<file path="config.mk">
export PLATFORM = sky130hd
export DESIGN_NAME = eth_tx_sched
export DESIGN_NICKNAME = d
export VERILOG_FILES = /design/src/rtl/eth_tx_sched.sv
export SDC_FILE = /design/constraint.sdc
export NUM_CORES = 1
export LEC_CHECK = 0
export CORE_ASPECT_RATIO = 1.75
export CORE_UTILIZATION = 35
export CTS_BUF_LIST = sky130_fd_sc_hd__clkbuf_4 sky130_fd_sc_hd__clkbuf_8
export DETAILED_ROUTE_END_ITERATION = 10
export PLACE_DENSITY = 0.56
export SETUP_SLACK_MARGIN = 0.1
export SLEW_MARGIN = 20
export SYNTH_ARGS = -nofsm -noshare
export SYNTH_HDL_FRONTEND = slang
export SYNTH_SLANG_ARGS = --single-unit
</file>
<file path="constraint.sdc">
create_clock -name clk -period 3 [get_ports clk]
set_clock_uncertainty 0.05 [all_clocks]
set_input_delay 0.45 -clock clk [delete_from_list [all_inputs] [get_ports clk]]
set_output_delay 0.45 -clock clk [all_outputs]
set_load 0.01 [all_outputs]
</file>
<file path="src/rtl/eth_tx_sched.sv">
// Transmit scheduler for a shared GMII port: arbitrates ARP replies, ARP requests and UDP
// frames, enforces the inter-frame gap, retries ARP resolution and guards against stuck transmitters.
module eth_tx_sched #(
  parameter int IFG_CYCLES = 12,
  parameter int ARP_WAIT   = 1250000,
  parameter int ARP_RETRY  = 3,
  parameter int TX_WDOG    = 4096
) (
  input  logic       clk,
  input  logic       rst,
  input  logic       arp_rx_done,
  input  logic       arp_rx_type,
  input  logic       udp_tx_req,
  input  logic       arp_tx_done,
  input  logic       udp_tx_done,
  output logic       arp_tx_en,
  output logic       arp_tx_type,
  output logic       udp_tx_start_en,
  input  logic       arp_gmii_tx_en,
  input  logic [7:0] arp_gmii_txd,
  input  logic       udp_gmii_tx_en,
  input  logic [7:0] udp_gmii_txd,
  output logic       gmii_tx_en,
  output logic [7:0] gmii_txd,
  output logic       peer_valid,
  output logic       busy,
  output logic       udp_drop,
  output logic       tx_err
);
  localparam int RETRY_W = $clog2(ARP_RETRY + 1);
  localparam int WAIT_W  = $clog2(ARP_WAIT + 1);
  localparam int WDOG_W  = $clog2(TX_WDOG + 1);
  localparam int IFG_W   = $clog2(IFG_CYCLES + 1);
  localparam logic [RETRY_W-1:0] RETRY_MAX = RETRY_W'(ARP_RETRY);
  localparam logic [WAIT_W-1:0]  WAIT_LOAD = WAIT_W'(ARP_WAIT);
  localparam logic [WDOG_W-1:0]  WDOG_MAX  = WDOG_W'(TX_WDOG - 1);
  localparam logic [IFG_W-1:0]   IFG_MAX   = IFG_W'(IFG_CYCLES - 1);

  typedef enum logic [1:0] {IDLE = 2'd0, ARP_TX = 2'd1, UDP_TX = 2'd2, IFG = 2'd3} state_t;

  state_t               r_state, w_next;
  logic                 r_rep_pend, r_udp_pend, r_peer_valid, r_arp_type, r_sel;
  logic                 r_arp_tx_en, r_udp_start, r_udp_drop, r_tx_err;
  logic [RETRY_W-1:0]   r_retry_cnt;
  logic [WAIT_W-1:0]    r_wait;
  logic [WDOG_W-1:0]    r_wdog;
  logic [IFG_W-1:0]     r_ifg_cnt;
  logic                 r_gmii_tx_en_p1;
  logic [7:0]           r_gmii_txd_p1;

  logic                 w_rep_pend, w_udp_pend, w_peer;
  logic                 w_go_arp, w_go_type, w_go_udp, w_wdog_exp, w_wait_exp, w_drop;
  logic                 w_src_en;
  logic [7:0]           w_src_txd;

  // Requests arriving this cycle are visible to the IDLE arbiter without waiting a cycle.
  assign w_rep_pend = r_rep_pend | (arp_rx_done & ~arp_rx_type);
  assign w_udp_pend = r_udp_pend | udp_tx_req;
  assign w_peer     = r_peer_valid | arp_rx_done;
  assign w_wait_exp = (r_wait == WAIT_W'(1)) & ~arp_rx_done;
  assign w_drop     = w_wait_exp & (r_retry_cnt == RETRY_MAX);

  always_ff @(posedge clk or posedge rst) begin
    if (rst) r_state <= IDLE;
    else     r_state <= w_next;
  end

  always_comb begin
    w_next     = r_state;
    w_go_arp   = 1'b0;
    w_go_type  = 1'b0;
    w_go_udp   = 1'b0;
    w_wdog_exp = 1'b0;
    case (r_state)
      IDLE: begin
        if (w_rep_pend) begin
          w_next    = ARP_TX;
          w_go_arp  = 1'b1;
          w_go_type = 1'b1;
        end else if (w_udp_pend && w_peer) begin
          w_next   = UDP_TX;
          w_go_udp = 1'b1;
        end else if (w_udp_pend && (r_wait == '0) && (r_retry_cnt < RETRY_MAX)) begin
          w_next   = ARP_TX;
          w_go_arp = 1'b1;
        end
      end
      ARP_TX: begin
        if (arp_tx_done) w_next = IFG;
        else if (r_wdog == WDOG_MAX) begin
          w_next     = IFG;
          w_wdog_exp = 1'b1;
        end
      end
      UDP_TX: begin
        if (udp_tx_done) w_next = IFG;
        else if (r_wdog == WDOG_MAX) begin
          w_next     = IFG;
          w_wdog_exp = 1'b1;
        end
      end
      IFG: begin
        if (r_ifg_cnt == IFG_MAX) w_next = IDLE;
      end
      default: w_next = IDLE;
    endcase
  end

  always_comb begin
    busy        = (r_state != IDLE);
    arp_tx_type = (r_state == ARP_TX) & r_arp_type;
  end

  always_ff @(posedge clk or posedge rst) begin
    if (rst) begin
      r_rep_pend   <= 1'b0;
      r_udp_pend   <= 1'b0;
      r_peer_valid <= 1'b0;
      r_arp_type   <= 1'b0;
      r_sel        <= 1'b0;
      r_arp_tx_en  <= 1'b0;
      r_udp_start  <= 1'b0;
      r_udp_drop   <= 1'b0;
      r_tx_err     <= 1'b0;
      r_retry_cnt  <= '0;
      r_wait       <= '0;
      r_wdog       <= '0;
      r_ifg_cnt    <= '0;
    end else begin
      r_arp_tx_en <= w_go_arp;
      r_udp_start <= w_go_udp;
      r_tx_err    <= w_wdog_exp;
      r_udp_drop  <= w_drop;
      if (arp_rx_done) r_peer_valid <= 1'b1;

      if (w_go_arp && w_go_type)            r_rep_pend <= 1'b0;
      else if (arp_rx_done && !arp_rx_type) r_rep_pend <= 1'b1;

      if (w_go_udp || w_drop) r_udp_pend <= 1'b0;
      else if (udp_tx_req)    r_udp_pend <= 1'b1;

      if (w_go_udp || w_drop)         r_retry_cnt <= '0;
      else if (w_go_arp && !w_go_type) r_retry_cnt <= r_retry_cnt + 1'b1;

      // A learned peer cancels any outstanding ARP reply wait.
      if (arp_rx_done)                                          r_wait <= '0;
      else if ((r_state == ARP_TX) && arp_tx_done && !r_arp_type) r_wait <= WAIT_LOAD;
      else if (r_wait != '0)                                    r_wait <= r_wait - 1'b1;

      if (w_go_arp) begin
        r_arp_type <= w_go_type;
        r_sel      <= 1'b0;
      end else if (w_go_udp) begin
        r_sel      <= 1'b1;
      end

      if (((r_state == ARP_TX) || (r_state == UDP_TX)) && (w_next == r_state))
        r_wdog <= r_wdog + 1'b1;
      else
        r_wdog <= '0;

      if ((r_state == IFG) && (w_next == IFG)) r_ifg_cnt <= r_ifg_cnt + 1'b1;
      else                                     r_ifg_cnt <= '0;
    end
  end

  // Source mux: select stays put through IFG so trailing bytes of the last frame drain.
  assign w_src_en  = r_sel ? udp_gmii_tx_en : arp_gmii_tx_en;
  assign w_src_txd = r_sel ? udp_gmii_txd   : arp_gmii_txd;

  // Stage p1: registered GMII output.
  always_ff @(posedge clk or posedge rst) begin
    if (rst) begin
      r_gmii_tx_en_p1 <= 1'b0;
      r_gmii_txd_p1   <= 8'h00;
    end else begin
      r_gmii_tx_en_p1 <= w_src_en;
      r_gmii_txd_p1   <= w_src_en ? w_src_txd : 8'h00;
    end
  end

  assign arp_tx_en       = r_arp_tx_en;
  assign udp_tx_start_en = r_udp_start;
  assign udp_drop        = r_udp_drop;
  assign tx_err          = r_tx_err;
  assign peer_valid      = r_peer_valid;
  assign gmii_tx_en      = r_gmii_tx_en_p1;
  assign gmii_txd        = r_gmii_txd_p1;
endmodule

</file>
==> flow_summary_export.csv, run 1 <==
group,metric,value,unit
sta,min_period_over_period,82.0,%
floorplanning,design.portCount,41,
placed_design,detailed_place_hpwl,5670,µm
placed_design,dp_slack,0.336,ns
setup_path,crit_required,2.50,ns
clocking,htreeDepth,3,
outcome,status,"finished clean",
route,firstDrtPassIters,4,
sta,timing.hold.ws,0.440,ns
synth,synthTopCellsByArea,"dfrtp_1, ha_1, nor4_1, xnor2_1, nor2_1",
sta,tns,0,ns
route,via_per_inst,5.38,
synth,synth_seq_cells,60,
setup_path,crit_path_top_delay_cell,"clkdlybuf4s50_1",
floorplanning,die_width,73.8,µm
flow_run,drv_cap,0,
setup_path,crit_path_start_kind,"flop",
finish,syn_to_final_growth,22.8,%
floorplanning,dieArea,0.00943,mm²
sta,hold_viol_final,0,
finish,finalNonFillerCells,482,
synth,ys.flop_type,"dfrtp_1",
clocking,cts-resized-gates,0,
setup_path,path_max_fanout,6,
sta,slew_violations,0,
clocking,postCtsHoldBufs,0,
setup_path,r2r_end,"r_wait[19]$_DFFE_PP0P_",
clocking,insertion_delay,0.34,ns
finish,seq_area,0.00150,mm²
sta,layout_setup_ws,0.540,ns
grt,globalRouteTotalUtil,18.0,%
synth,synth_top_area_share,47.5,%
route,vias,2591,
route,wl_per_cell,15.9,µm
setup_path,worst_setup_path_end_kind,"output pin",
synth,syn-num-nets,350,
clocking,clk_pin_slew,0.06,ns
clocking,root_buffer,"clkbuf_8",
grt,antenna_found_initial,0,
synth,synth_top_cell_by_area,"dfrtp_1",
floorplanning,core,0.00873,mm²
route,ant_nets,0,
synth,avgSynthCellArea,10.0,µm²
setup_path,r2r-start,"r_wait[4]$_DFFE_PP0P_",
finish,multi_input_area,0.00153,mm²
setup_path,cp.arrival,1.96,ns
power_and_ir_drop,leakage,1.61,nW
clocking,tritoncts,"done",
synth,synthArstFlopShare,100,%
floorplanning,die_h,128,µm
sta,grt_setup_unrepaired,"no",
clocking,cts_buffers,9,
finish,fillers,852,
route,drcViolationCount,0,
min_path,hold_end,"r_ifg_cnt[0]$_DFF_PP0_",
min_path,hold_depth,1,
sta,worst_slew_pin_slew,0.718,ns
finish,nNetsFinal,399,
grt,grt_pass1_wl,12500,µm
synth,yosysMostFrequentCell,"dfrtp_1",
synth,synth_cells,315,
setup_path,r2r_cells,5,
finish,drive_gt1_share,9.04,%
route,wirelength,7650,µm
setup_path,crit_type,"reg2out",
placed_design,place.gp.congestion,0.802,
power_and_ir_drop,p_per_area,965,mW/mm²
synth,synth_area,0.00316,mm²
setup_path,reg2reg_slack,0.58,ns
finish,antenna_cells,0,
sta,finalSetupViolations,0,
setup_path,max_stage_delay,0.54,ns
sta,timing.fmax,0.407,GHz
grt,grt_pass1_vias,2553,
sta,layout_min_cycle_time,2.46,ns
synth,yosysWarnings,0,
floorplanning,initial_core_util,36.2,%
synth,ys_seq_area_share,47.5,%
synth,synth_commonest_cells,"dfrtp_1, nor2_1, inv_1",
grt,grt_overflow,0,
min_path,min-delay-start,"r_ifg_cnt[0]$_DFF_PP0_",
clocking,numClockSinks,60,
placed_design,dp_cells,470,
power_and_ir_drop,ir_drop,0.000369,V
min_path,hold_class,"reg2reg",
synth,yosysUniqueCellTypes,55,
floorplanning,num_rows,45,
clocking,post_cts_buffers,0,
route,drt_iter0_drc,174,
placed_design,portBuffers,40,
synth,synth_edf_count,0,
sta,relSlewSlack,50.8,%
setup_path,path_cells,"inv_1 > ha_1 > and2_1 > clkdlybuf4s50_1",
grt,grt_max_degree,36,
clocking,cts_buffer_depth,2,
sequential cells by signal, summed over array words and instances, names as in the netlist:
name,count
arp_tx_en,1
gmii_tx_en,1
gmii_txd,8
peer_valid,1
r_arp_type,1
r_ifg_cnt,4
r_rep_pend,1
r_retry_cnt,2
r_sel,1
r_state,2
r_udp_pend,1
r_wait,21
r_wdog,13
tx_err,1
udp_drop,1
udp_tx_start_en,1
worst max-delay path by stage:
stage	cells after the start	slack, ns	from	to
finish	4	0.54	r_state[1]$_DFF_PP0_	arp_tx_type
detailed placement	7	0.34	arp_rx_done	r_wdog[9]$_DFF_PP0_
global route	5	0.40	r_wait[18]$_DFFE_PP0P_	r_wait[20]$_DFFE_PP0P_
floorplan	9	0.83	r_state[0]$_DFF_PP0_	r_wdog[10]$_DFF_PP0_
global placement	7	0.43	arp_rx_done	r_wdog[12]$_DFF_PP0_
CTS	4	0.54	r_state[1]$_DFF_PP0_	arp_tx_type
worst max-delay path, delay by kind of cell (launching register included):
kind	cells	cell delay (ns)
buf+inv	2	0.71
flops	1	0.42
fa+ha+maj	1	0.30
simple gates	1	0.19
routing by layer:
metal | part of all wire, % | GRT usage, %
met1 | 41 | 20.5
met2 | 54 | 30.3
met3 | 2.4 | 4.64
met4 | 2.7 | 9.39
met5 | 0 | 0
logic make-up (layout without fill, tap and decap cells):
| logic type | after synthesis | count (layout) | synth area share (%) |
|---|---|---|---|
| and+or+nand+nor | 126 | 126 | 22.6 |
| DFF | 60 | 60 | 47.5 |
| AOI/OAI and AO/OA | 58 | 58 | 13.0 |
| buffers and inverters | 31 | 81 | 4.24 |
| xor gates and xnor gates | 21 | 21 | 5.82 |
| adders and majority gates | 10 | 10 | 3.96 |
| muxes | 9 | 9 | 2.85 |
area by class of cell:
class,instances,share of cell area [%]
multi-input cells,224,39.3
flip-flops and latches,60,38.7
repair buffers,49,12.4
clock buffers,12,3.93
well taps,117,3.77
inverters,20,1.93
cell usage in the layout (no fill, tap or decap), drive strengths merged, types with 2 or more instances in the layout:
cell type       n
dfrtp          60
clkdlybuf4s50  40
nor2           28
nor4           20
inv            20
o21ai          15
nand2          14
nand3          14
xnor2          13
clkbuf         12
nor3           10
or3            10
ha             10
mux2i           9
buf             9
xor2            8
a21oi           8
nand4           6
a211oi          6
or4             5
and3            4
o311ai          4
nand2b          3
o41ai           3
nand3b          3
o211ai          3
a31oi           3
o22ai           2
a311o           2
a2111oi         2
power by group:
group	internal, mW	switching [mW]
Combinational	0.787	1.13
Clock	0.322	0.293
Sequential	1.01	0.210
Total	2.11	1.63
metrics by stage:
stage | power, mW | instance area [µm²] | util [%]
floorplan | 2.53 | 3160 | -
CTS | 3.77 | 3880 | 44.5
global placement | 3.12 | 3730 | 42.7
finish | 3.75 | 3880 | 44.5
detailed placement | 3.15 | 3730 | 42.7
global route | 4.06 | 3880 | 44.5
Note: power is estimated with default switching activity, not from simulation.
==> run 2, diff against run 1 <==
Settings changed: PLACE_DENSITY 0.56 to 0.58.
Clock period 3 ns to 2.2 ns, I/O delays scaled along.
==> run 2 against run 1 <==
Clock-buffer cell count increased by 1; critical path type is now reg2reg; first-iteration DRC count decreased by 38%; power up 78%; largest power group unchanged; critical endpoint is now r_wdog[9]$_DFF_PP0_.
==> flow_summary_export.csv, run 2 (synthesis results as in run 1) <==
group,metric,value,unit
power_and_ir_drop,power_frac_seq,24.4,%
route,drt_iter0_drc,108,
finish,fin_util,53.2,%
setup_path,path_cells,"nor4_2 > buf_4 > nand2_2 > buf_4 > o31a_1 > o211ai_1 > buf_4 > nor4_1",
floorplanning,dieArea,0.00943,mm²
power_and_ir_drop,switchingPower,2.67,mW
finish,seq_area,0.00151,mm²
setup_path,cp-endpoint,"r_wdog[9]$_DFF_PP0_",
flow_run,drv_cap,0,
power_and_ir_drop,p_int,3.98,mW
sta,min_period_over_period,94.0,%
sta,slew_violations,0,
setup_path,critPathTopFamily,"buffers and inverters",
finish,syn_to_final_growth,47.0,%
setup_path,crit_type,"reg2reg",
clocking,tritoncts,"done",
route,wirelength,8400,µm
finish,largest_reg_flops,21,
clocking,cts_buffers,9,
setup_path,path_max_fanout,7,
grt,grt_pass1_wl,13500,µm
grt,globalRouteTotalUtil,19.0,%
setup_path,crit_path_top_delay_cell,"dfrtp_1",
clocking,clk_pin_slew,0.07,ns
route,via_per_inst,5.18,
setup_path,r2r-start,"r_wait[10]$_DFFE_PP0P_",
setup_path,worst_setup_path_end_kind,"flop",
sta,grt_setup_unrepaired,"yes",
clocking,cts_buffer_depth,2,
sta,relSlewSlack,65.6,%
floorplanning,design.portCount,41,
finish,layout.cells.most_common_list,"buf_4, dfrtp_1, clkdlybuf4s50_1",
placed_design,detailed_place_hpwl,5930,µm
setup_path,crit_required,2.37,ns
power_and_ir_drop,clkPwrFrac,16.4,%
grt,grt_max_degree,61,
setup_path,cp-startpoint,"r_wait[10]$_DFFE_PP0P_",
finish,nNetsFinal,459,
floorplanning,num_rows,45,
finish,top_register,"r_wait",
grt,grt_overflow,0,
power_and_ir_drop,pwr-share-comb,59.1,%
clocking,insertion_delay,0.34,ns
route,firstDrtPassIters,4,
power_and_ir_drop,switching_share,40.2,%
clocking,root_buffer,"clkbuf_8",
finish,fillers,774,
route,drcViolationCount,0,
min_path,hold_class,"in2async",
sta,timing.fmax,0.483,GHz
sta,worst_slew_pin_slew,0.514,ns
power_and_ir_drop,leakage,2.01,nW
sta,hold_viol_final,0,
sta,layout_min_cycle_time,2.07,ns
floorplanning,die_h,128,µm
outcome,status,"finished clean",
route,wl_per_cell,15.4,µm
sta,finalSetupViolations,0,
floorplanning,die_width,73.8,µm
grt,antenna_found_initial,0,
setup_path,reg2reg_slack,0.13,ns
grt,grt_pass1_vias,2849,
clocking,postCtsHoldBufs,0,
setup_path,crit_path_frequent_cell,"buf_4",
finish,finalInstanceArea,0.00465,mm²
power_and_ir_drop,p_per_area,1430,mW/mm²
finish,antenna_cells,0,
placed_design,place.gp.congestion,0.820,
route,ant_nets,0,
power_and_ir_drop,ir_drop,0.000717,V
clocking,numClockSinks,60,
floorplanning,core,0.00873,mm²
setup_path,cp.arrival,2.24,ns
finish,drive_gt1_share,31.0,%
setup_path,max_stage_delay,0.41,ns
setup_path,crit_cells,8,
clocking,htreeDepth,3,
setup_path,r2r_end,"r_wdog[9]$_DFF_PP0_",
setup_path,cp_num_buf_inv,3,
finish,final_common_cell,"buf_4",
setup_path,r2r_cells,8,
placed_design,portBuffers,40,
setup_path,crit_path_start_kind,"flop",
placed_design,dpl_cell_area,0.00405,mm²
finish,multi_input_area,0.00175,mm²
route,vias,2831,
floorplanning,initial_core_util,36.2,%
run 2: power groups by stage:
stage | sequential [mW] | clock (mW) | combinational, mW
2_1_floorplan | 1.60 | 0 | 1.87
3_3_place_gp | 1.61 | 0 | 3.23
3_5_place_dp | 1.61 | 0 | 3.26
4_1_cts | 1.62 | 1.13 | 3.44
5_1_grt | 1.66 | 1.17 | 4.31
6_report | 1.63 | 1.09 | 3.94
run 2: metrics by stage:
step / hold slack, ns / setup slack [ns] / instances / TNS, ns / power, mW
after floorplan: 0.386 / 0.119 / 315 / 0 / 3.47
after global placement: 0.435 / -0.00229 / 512 / -0.00229 / 4.84
after detailed placement: 0.424 / -0.0300 / 512 / -0.0825 / 4.87
after CTS: 0.326 / 0.0309 / 531 / 0 / 6.19
after global routing: 0.344 / 0.0306 / 546 / 0 / 7.13
final: 0.323 / 0.131 / 546 / 0 / 6.65
run 2: how the worst min path moves through the flow:
| stage | from | end | slack (ns) |
|---|---|---|---|
| floorplan | arp_rx_done | peer_valid$_DFFE_PP0P_ | 0.39 |
| global placement | r_ifg_cnt[0]$_DFF_PP0_ | r_ifg_cnt[0]$_DFF_PP0_ | 0.44 |
| detailed placement | r_ifg_cnt[0]$_DFF_PP0_ | r_ifg_cnt[0]$_DFF_PP0_ | 0.42 |
| CTS | rst | r_wait[15]$_DFFE_PP0P_ | 0.33 |
| global route | rst | tx_err$_DFF_PP0_ | 0.34 |
| finish | rst | tx_err$_DFF_PP0_ | 0.32 |
run 2: cell type report:
| class | count | area share (%) |
|---|---|---|
| Multi-Input combinational cell | 224 | 37.7 |
| Clock inverter | 3 | 0.916 |
| Clock buffer | 13 | 3.85 |
| Timing Repair Buffer | 109 | 20.4 |
| Sequential cell | 60 | 32.4 |
| Tap cell | 117 | 3.15 |
| Inverter | 20 | 1.62 |
run 2: metal layers:
metal | GRT usage, % | routed length [µm] | vias to the layer above | part of all wire (%)
li1 | - | - | 1380 | -
met3 | 4.40 | 167 | 9 | 2.0
met1 | 21.2 | 3310 | 1416 | 39
met4 | 8.03 | 121 | 0 | 1.4
met2 | 33.7 | 4800 | 26 | 57
met5 | 0 | 0 | - | 0
run 2: repair_timing:
item                                    in CTS  in global routing
buffers inserted                             2                 15
pin swaps                                    2                 13
resized for setup                           18                 35
gates cloned                                 1                  0
endpoints found under the setup margin      26                 25
run 2: worst min-delay path: cells and delay by family:
kind / cells / cell delay [ns]
buf+inv: 3 / 0.78
